$ cat config.mk
export PLATFORM = sky130hd
export DESIGN_NAME = seg_display_scan
export DESIGN_NICKNAME = d
export VERILOG_FILES = /design/src/rtl/seg_display_scan.sv
export SDC_FILE = /design/constraint.sdc
export NUM_CORES = 1
export LEC_CHECK = 0
export ABC_AREA = 1
export BUFFER_PORTS_ARGS = -buffer_cell sky130_fd_sc_hd__buf_2
export CELL_PAD_IN_SITES_DETAIL_PLACEMENT = 2
export CELL_PAD_IN_SITES_GLOBAL_PLACEMENT = 2
export CORE_AREA = 5 5 95 88
export DETAILED_ROUTE_END_ITERATION = 16
export DIE_AREA = 0 0 100 93
export GPL_TIMING_DRIVEN = 0
export PLACE_DENSITY_LB_ADDON = 0.08
export SLEW_MARGIN = 25
export SYNTH_ARGS = -nofsm -noshare
export SYNTH_HDL_FRONTEND = slang
export SYNTH_SLANG_ARGS = --single-unit
$ cat constraint.sdc
create_clock -name CLK -period 6.1 [get_ports CLK]
set_input_delay 0.61 -clock CLK [delete_from_list [all_inputs] [get_ports CLK]]
set_output_delay 0.61 -clock CLK [all_outputs]
set_load 0.02 [all_outputs]
$ cat src/rtl/seg_display_scan.sv
// Four-digit hex seven-segment scanner for the toy processor: captures address/data
// on LOAD and time-multiplexes them onto the display with a per-slot blanking window.
module seg_display_scan #(
  parameter int REFRESH_CNT = 50000,
  parameter int BLANK_CYC   = 500,
  parameter int CNT_W       = 16
) (
  input  logic       CLK,
  input  logic       RESET,
  input  logic       LOAD,
  input  logic [7:0] ADD,
  input  logic [7:0] D_OUT,
  output logic [6:0] seven_seg_out,
  output logic       EN_L,
  output logic       EN_ML,
  output logic       EN_MR,
  output logic       EN_R
);

  typedef enum logic [1:0] {
    DIG_L  = 2'd0,
    DIG_ML = 2'd1,
    DIG_MR = 2'd2,
    DIG_R  = 2'd3
  } digit_t;

  localparam logic [CNT_W-1:0] CNT_LAST  = CNT_W'(REFRESH_CNT - 1);
  localparam logic [CNT_W-1:0] BLANK_END = CNT_W'(BLANK_CYC);

  digit_t           digit_q, digit_d;
  logic [CNT_W-1:0] cnt_q, cnt_d;
  logic [7:0]       shadow_add_q, shadow_dat_q;
  logic [3:0]       nibble;
  logic             blank_d;
  logic [3:0]       en_d, en_q;   // {L, ML, MR, R}, active-low
  logic [6:0]       seg_d, seg_q;

  always_ff @(posedge CLK or negedge RESET) begin
    if (!RESET) begin
      shadow_add_q <= 8'h00;
      shadow_dat_q <= 8'h00;
    end else if (LOAD) begin
      shadow_add_q <= ADD;
      shadow_dat_q <= D_OUT;
    end
  end

  always_ff @(posedge CLK or negedge RESET) begin
    if (!RESET) begin
      cnt_q   <= '0;
      digit_q <= DIG_L;
    end else begin
      cnt_q   <= cnt_d;
      digit_q <= digit_d;
    end
  end

  always_comb begin
    cnt_d   = cnt_q + 1'b1;
    digit_d = digit_q;
    if (cnt_q == CNT_LAST) begin
      cnt_d = '0;
      unique case (digit_q)
        DIG_L:   digit_d = DIG_ML;
        DIG_ML:  digit_d = DIG_MR;
        DIG_MR:  digit_d = DIG_R;
        default: digit_d = DIG_L;
      endcase
    end
  end

  // Outputs are computed from the next counter/digit so the registered enables
  // line up with the counter value they represent.
  always_comb begin
    blank_d = (cnt_d < BLANK_END);
    nibble  = shadow_dat_q[3:0];
    en_d    = 4'b1111;
    unique case (digit_d)
      DIG_L:   begin nibble = shadow_add_q[7:4]; en_d = 4'b0111; end
      DIG_ML:  begin nibble = shadow_add_q[3:0]; en_d = 4'b1011; end
      DIG_MR:  begin nibble = shadow_dat_q[7:4]; en_d = 4'b1101; end
      default: begin nibble = shadow_dat_q[3:0]; en_d = 4'b1110; end
    endcase

    unique case (nibble)
      4'h0:    seg_d = 7'h01;
      4'h1:    seg_d = 7'h4F;
      4'h2:    seg_d = 7'h12;
      4'h3:    seg_d = 7'h06;
      4'h4:    seg_d = 7'h4C;
      4'h5:    seg_d = 7'h24;
      4'h6:    seg_d = 7'h20;
      4'h7:    seg_d = 7'h0F;
      4'h8:    seg_d = 7'h00;
      4'h9:    seg_d = 7'h04;
      4'hA:    seg_d = 7'h08;
      4'hB:    seg_d = 7'h60;
      4'hC:    seg_d = 7'h31;
      4'hD:    seg_d = 7'h42;
      4'hE:    seg_d = 7'h30;
      default: seg_d = 7'h38;
    endcase

    // Blank window: all digits dark to hide the previous digit's segments.
    if (blank_d) begin
      en_d  = 4'b1111;
      seg_d = 7'h7F;
    end
  end

  always_ff @(posedge CLK or negedge RESET) begin
    if (!RESET) begin
      en_q  <= 4'b1111;
      seg_q <= 7'h7F;
    end else begin
      en_q  <= en_d;
      seg_q <= seg_d;
    end
  end

  assign {EN_L, EN_ML, EN_MR, EN_R} = en_q;
  assign seven_seg_out              = seg_q;

endmodule

**Word-level counts from Yosys, hierarchy flattened**

Memories as Yosys holds them, arrays and structs flattened.
Cells that the tools add are included.

- Reduce and logical (&&, ||, !) cells: 2
- Mux-type cells: 7
- Eq/ne operators: 5
- $add $sub $neg: 1
- Magnitude comparators: 1

Operator list:

| kind | number |
|---|---|
| case mux 4 bit (3 select lines) | 2 |
| adder 16 x 1 -> 16 bit, second input constant | 1 |
| equality test 16 bit, second input constant | 1 |
| < comparator 16 x 9 -> 1 bit, second input constant | 1 |
| 2-to-1 mux 16 bit | 1 |
| 2-to-1 mux 7 bit | 1 |
| case mux 2 bit (3 select lines) | 1 |
| equality test 2 x 1 -> 1 bit, second input constant | 2 |
| equality test 2 bit, second input constant | 2 |
| logical NOT 2 bit | 2 |
| 2-to-1 mux 4 bit | 1 |
| 2-to-1 mux 2 bit | 1 |

- Memories kept: 1
- Register bits: 45
- Bits in read-only memories: 112
- Output and inout port bits: 11

Memories:

| memory | depth | width | read ports | clocked after Yosys merged registers in | write ports | RTL line | text |
|---|---|---|---|---|---|---|---|
| (no name shown) | 16 | 7 | 1 | 0 | 0 | 85 | `unique case (nibble)` |

**Logic depth before layout (Yosys ltp)**

Gate-level depths: netlist of run 1.
An unclocked memory read counts as a cell.

- Depth in word-level cells: 7
- Mapped depth: 18
- Depth with buffers taken out: 18

**Least setup slack after synthesis of run 1**

Ideal clock, no wire load.

- Path kind: register to register
- Start point: register cnt_q[0]
- End point: register seg_q[3] (netlist: seven_seg_out[3])
- Required time: 6.016 ns
- Clock period less this slack: 2.142 ns
- Data arrival time: 2.058 ns
- Cell stages (with the launch flop): 17
- Setup slack: 3.958 ns
- Path buffers: 0
- Cell sequence: dfrtp_1 ha_1 nand3_4 nor2_4 nand2_2 nand2_2 nand2_4 nand2_1 inv_1 nand2_1 nand3_1 nor2_1 ha_1 nand3_1 nand2_1 nand2_1 nand3_1

- Longest elaborated chain between the ends: 6

RTL lines:

| element | RTL line | text |
|---|---|---|
| from (decl) | 31 | `logic [CNT_W-1:0] cnt_q, cnt_d;` |
| from (signal assigned) | 53 | `cnt_q <= cnt_d;` |
| parallel branches: the longest is 5 deep, another holds adder 16 x 1 -> 16 bit | n/a |  |
| 2-to-1 mux 7 bit * | 105 | `if (blank_d) begin` |
| net seg_d[3] | 36 | `logic [6:0] seg_d, seg_q;` |
| to (signal assigned) | 117 | `seg_q <= seg_d;` |
| to (decl) | 36 |  |

Mark *: on every way through the listed nets, which the timed path passes.
A chain may end at the register's enable or synchronous reset.

**Worst setup path in the final report of run 1**

- Start point: register cnt_q[0]
- End point: register seg_q[2] (netlist: seven_seg_out[2])

- Longest elaborated chain between the ends: 6

RTL lines:

| element | RTL line | text |
|---|---|---|
| equality test 16 bit * | 61 | `if (cnt_q == CNT_LAST) begin` |
| 2-to-1 mux 2 bit * | 61 |  |
| net digit_d[1] | 30 | `digit_t digit_q, digit_d;` |
| equality test 2 bit, or another cell as far along | 78 | `unique case (digit_d)` |
| case mux 4 bit (3 select lines) * | 78 |  |
| memory read (16 x 7 bit) * | n/a |  |
| 2-to-1 mux 7 bit * | 105 |  |
| net seg_d[2] | 36 |  |

The timed path passes the listed nets; every way through them passes the cells marked *.

==> results of run 1 <==
==> metal layers <==
metal | part of all wire [%] | vias to the layer above | track usage (%)
li1 | - | 1079 | -
met1 | 49 | 1109 | 21.8
met2 | 48 | 25 | 27.8
met3 | 2.4 | 10 | 2.54
met4 | 1.3 | 0 | 4.38
met5 | 0 | - | 0
==> how the worst max path moves through the flow <==
stage | depth (start not counted) | endpoint | slack (ns)
4_1_cts | 14 | seven_seg_out[2] | 3.45
5_1_grt | 16 | seven_seg_out[1] | 3.24
3_3_place_gp | 15 | seven_seg_out[3] | 3.52
6_report | 14 | seven_seg_out[2] | 3.49
2_1_floorplan | 16 | seven_seg_out[3] | 3.96
3_5_place_dp | 14 | seven_seg_out[2] | 3.45
==> critical path, stage by stage (launching register included) <==
cell and delay, ns:
dfrtp_1 0.38, ha_1 0.29, nand3_4 0.15, nor2_2 0.20
nand2_2 0.17, nand2_1 0.11, nand2_2 0.09, nor2_1 0.21
nand2_1 0.12, nand4_1 0.19, ha_1 0.24, nand3_1 0.15
nor2_1 0.12, nor2_1 0.06, nand2_1 0.07
==> sequential cells by signal, indices dropped and copies added (netlist names) <==
| name | cells |
|---|---|
| cnt_q | 16 |
| digit_q | 2 |
| en_q | 4 |
| seven_seg_out | 7 |
| shadow_add_q | 8 |
| shadow_dat_q | 8 |
==> cells in the final DEF, fill, tap and decap left out, types with 5 or more instances in the layout <==
cell and count:
dfstp_2 11, ha_1 9, mux2_2 13, nor2_1 35, nand4_1 7, nand3_1 30
nor2_2 8, o21ai_1 5, nand2_1 84, inv_1 41, clkbuf_8 5, dfrtp_1 34
buf_2 28, nand2_2 10
==> cells in the mapped netlist, drive strengths merged <==
cell    number
o21bai       4
xor2         2
nor2        46
nand3       33
buf          2
or2          1
clkbuf       2
dfrtp       34
inv         44
dfstp       11
nand2       98
nand4        8
o31ai        1
o21ai        8
ha           9
mux2        13
nor3         3
nand3b       2
==> power by group through the flow <==
stage	sequential (mW)	clock, mW	combinational (mW)
finish	0.315	0.238	0.0631
detailed placement	0.320	0	0.0650
global route	0.316	0.259	0.0738
global placement	0.319	0	0.0623
floorplan	0.318	0	0.0413
CTS	0.315	0.248	0.0655
==> cell type report <==
cell class | count | area, µm² | area share [%]
clock buffers | 5 | 68.8 | 2.30
flip-flops and latches | 45 | 1140 | 38.2
well taps | 96 | 120 | 4.02
repair buffers | 28 | 143 | 4.78
inverters | 44 | 168 | 5.61
clock inverters | 3 | 46.3 | 1.55
plain buffers | 4 | 23.8 | 0.796
multi-input cells | 228 | 1280 | 42.8
==> cells by family after synthesis <==
family          count (synthesis)  share of synthesized area, %
mux                            13                          5.61
simple gates                  191                          35.4
flops                          45                          43.7
compound gates                 13                          2.97
xor+xnor                        2                         0.672
buf+inv                        48                          7.34
fa+ha+maj                       9                          4.32
==> results.toml, run 1 <==
[run_status]
status = "finished clean"

[placed_design]
dpl.cell_count = 445
dpl_worst_slack_ns = 3.45
place.gp.congestion = 0.772
dpl-instance-area_um2 = 2870
dp_hpwl_mm = 5.58
port_buffers = 28

[clocking]
ctsHoldBuffers = 0
cts_tree = "yes"
postCtsSetupBuffers = 0
clkTransAtPathRegs_ns = 0.10
cts_buffer_depth = 2
cts_sinks = 45
htree_levels = 2
cts_resized = 0
clk_latency_ns = 0.31
clockRootBuffer = "clkbuf_8"
cts_made_buffers = 5

[routing]
vias = 2223
drtPass1Iterations = 4
dr.first_iter.drc_count = 49
remaining_drc_errors = 0
antenna_left = 0
routedWlPerCell_um = 15.4
finalWirelength_mm = 6.99
vias_per_cell = 4.91

[yosys]
avgSynthCellArea_um2 = 8.13
synth.top_cell.area_share_pct = 32.6
netlist_area_um2 = 2610
synth-seq-cells = 45
synthCells = 321
synth_fp_nets = 349
synth_warnings = 0
synth_area_leader_cell = "dfrtp_1"
seq_area_frac_synth_pct = 43.7
ys_types = 30
synth_area_leaders = "dfrtp_1, nand2_1, dfstp_2"

[sta]
rsz0062_at_grt = "false"
finalCritPeriodShare_pct = 42.8
min_period_ns = 2.61
slew_violations = 0
whs_ns = 0.287
worstMarginPinSlew_ns = 0.587
relSlewSlack_pct = 60.9
final-hold-violation-count = 0
tns_ns = 0
setup_viol = 0
clock_skew_ns = 0.0111
fmax_mhz = 383
fin_ws_ns = 3.49

[min_path]
min_path_type = "in2async"

[setup_path]
r2r-start = "cnt_q[0]"
cp-end-kind = "flop"
critPathLaunch = "cnt_q[0]"
rr_worst_depth = 14
r2r-end = "seven_seg_out[2]"
worstPathMaxFanout = 6
critPathKind = "reg2reg"
start_kind = "flop"
r2r_setup_slack_ns = 3.49
arrival_ns = 2.86
worstPathRequired_ns = 6.36

[job]
maxCapViolCount = 0

[grt]
grt_pass1_wl_mm = 12.0
overflow = 0
antenna_found_initial = 0
grt_max_degree = 46
grt_pass1_vias = 2409
grtUsageTotal_pct = 16.4

[power]
finalPower_mw = 0.616
seq_power_share_pct = 51.1
internal-power_mw = 0.456
p_leak_nw = 1.45
p_sw_share_pct = 25.9
switching_power_mw = 0.159
p_per_area_nw_per_um2 = 206
combPwrFrac_pct = 10.2
ir_drop_mv = 0.113
p_clk_share_pct = 38.7

[floorplanning]
die_y_um = 93
core_um2 = 7320
die-area_um2 = 9300
die_x_um = 100
io_pins = 30
rows = 30
initial_utilization_pct = 35.6

[final_layout]
fin_nets = 384
fillers = 850
layout-area-overhead-vs-synth_pct = 14.5
num_antenna_cells = 0
drive_gt1_share_pct = 26.6
utilization_pct = 40.8
layoutNonFillerInstCount = 453
final_cell_area_um2 = 2990
Power figures use the tool's default switching activity.
==> run 2, diff against run 1 <==
CORE_AREA = 5 5 103 96   (was 5 5 95 88)
DIE_AREA = 0 0 108 101   (was 0 0 100 93)
clock period = 2.3 ns   (was 6.1 ns; I/O delays follow)
==> run 2 against run 1 <==
Compared with the run above:
- setup slack got worse by 3.5 ns
- routed wire length rose by 13%
- largest cell class unchanged
- critical endpoint is now seven_seg_out[3]
- via count up 2.9%
- sequential cell count unchanged
==> results.toml, run 2 (synthesis gave the netlist of run 1 again) <==
[run_status]
status = "finished clean"

[placed_design]
dp_hpwl_mm = 5.45
port_buffers = 28
dpl-instance-area_um2 = 2900
place.gp.congestion = 0.758
dpl.cell_count = 471

[setup_path]
critPathLaunch = "cnt_q[10]"
cpMostUsedCell = "nand2_1"
crit_chain = "buf_6 > nor2_1 > nand2_1 > nor2_4 > nand3_2 > nand2_8 > nor2_4 > nand2_1 > nand3_4 > nor2_4 > inv_4 > ha_4 > nand3_2 > nand2_1 > nand2_1 > nand3_2"
critPathKind = "reg2reg"
worstPathRequired_ns = 2.54
start_kind = "flop"
r2r-start = "cnt_q[10]"
arrival_ns = 2.53
cp-end-kind = "flop"
cpMaxStageDelayCell = "dfrtp_1"
crit_family = "simple AND/OR/NAND/NOR gates"
critPathMaxStageDelay_ns = 0.38
worstPathMaxFanout = 8
path_buf_inv = 2

[sta]
relSlewSlack_pct = 60.3
slew_violations = 0
worstMarginPinSlew_ns = 0.596
finalCritPeriodShare_pct = 99.9
final-hold-violation-count = 0
fmax_mhz = 435
setup_viol = 0
clock_skew_ns = 0.0108
whs_ns = 0.140
min_period_ns = 2.30
tns_ns = 0
rsz0062_at_grt = "true"

[grt]
grt_max_degree = 46
grtUsageTotal_pct = 14.7
overflow = 0
antenna_found_initial = 0
grt_pass1_vias = 2595
grt_pass1_wl_mm = 12.6

[final_layout]
fillers = 1030
num_antenna_cells = 0
top_register = "cnt_q"
regArea_um2 = 1140
layoutNonFillerInstCount = 508
mostFrequentLayoutCells = "nand2_1, inv_1, dfrtp_1"
largestRegisters = "cnt_q (16), shadow_add_q (8), shadow_dat_q (8)"
final_cell_area_um2 = 3520
largest_register_ffs = 16
final_common_cell = "nand2_1"
layout-area-overhead-vs-synth_pct = 35.0
drive_gt1_share_pct = 42.5
multi_input_area_um2 = 1560
fin_nets = 413

[clocking]
cts_tree = "yes"
htree_levels = 2
clkTransAtPathRegs_ns = 0.10
clk_latency_ns = 0.30
cts_made_buffers = 5
cts_buffer_depth = 2
cts_sinks = 45
clockRootBuffer = "clkbuf_8"

[power]
seq_power_share_pct = 52.5
combPwrFrac_pct = 14.5
finalPower_mw = 1.59
p_leak_nw = 1.65
p_clk_share_pct = 32.9
switching_power_mw = 0.451
internal-power_mw = 1.14
ir_drop_mv = 0.318
p_sw_share_pct = 28.3
p_per_area_nw_per_um2 = 452

[routing]
vias_per_cell = 4.50
drtPass1Iterations = 4
remaining_drc_errors = 0
routedWlPerCell_um = 15.5
vias = 2287
dr.first_iter.drc_count = 48
antenna_left = 0
finalWirelength_mm = 7.87

[floorplanning]
core_um2 = 8750
rows = 33
die_y_um = 101
die-area_um2 = 10900
initial_utilization_pct = 29.8
die_x_um = 108
io_pins = 30

[min_path]
hold_start = "D_OUT[1]"
min_path_type = "in2reg"

[job]
maxCapViolCount = 0
-- run 2: power by group through the flow --
stage / combinational [mW] / sequential (mW) / clock [mW]
6_report: 0.231 / 0.836 / 0.524
5_1_grt: 0.261 / 0.839 / 0.592
4_1_cts: 0.194 / 0.834 / 0.560
3_5_place_dp: 0.172 / 0.849 / 0
3_3_place_gp: 0.168 / 0.848 / 0
2_1_floorplan: 0.110 / 0.844 / 0
-- run 2: area by class of cell --
class,instances,area share [%]
clock buffers,5,1.95
clock inverters,3,0.710
multi-input cells,228,44.3
well taps,122,4.33
plain buffers,3,0.533
repair buffers,58,10.7
inverters,44,4.90
flip-flops and latches,45,32.5
-- run 2: what timing repair did --
item / 4_1_cts / 5_1_grt
hold buffers: 1 / 0
resized for setup: 24 / 46
setup endpoints to repair: 7 / 7
setup buffers: 16 / 13
endpoints found under the hold margin: 34 / 0
pin swaps: 13 / 30
-- run 2: path summary, 6_finish.rpt --
path,to,slack (ns),depth (start not counted)
max,seven_seg_out[3],0.003,16
min,shadow_dat_q[1],0.14,3
max reg2reg,seven_seg_out[3],0.003,16
min reg2reg,shadow_dat_q[7],0.53,1
max in group asynchronous,cnt_q[4],1.39,2
min in group asynchronous,cnt_q[0],0.47,2
-- run 2: stage by stage --
stage	util (%)	setup slack [ns]
final	40.2	0.00303
after global routing	40.2	-0.138
after CTS	36.9	-0.000780
after detailed placement	33.2	-0.347
after global placement	33.1	-0.359
after floorplan	-	0.158
-- run 2: layer usage --
layer,global-route usage [%],vias to the layer above,routed length [µm]
li1,-,1144,-
met1,19.6,1121,3740
met2,25.4,20,3930
met3,2.69,2,172
met4,2.33,0,29
met5,0,-,0
-- run 2: worst min-delay path, delay by kind of cell --
family / cells / cell delay, ns
buf+inv: 1 / 0.08
simple gates: 1 / 0.04
compound gates: 1 / 0.06
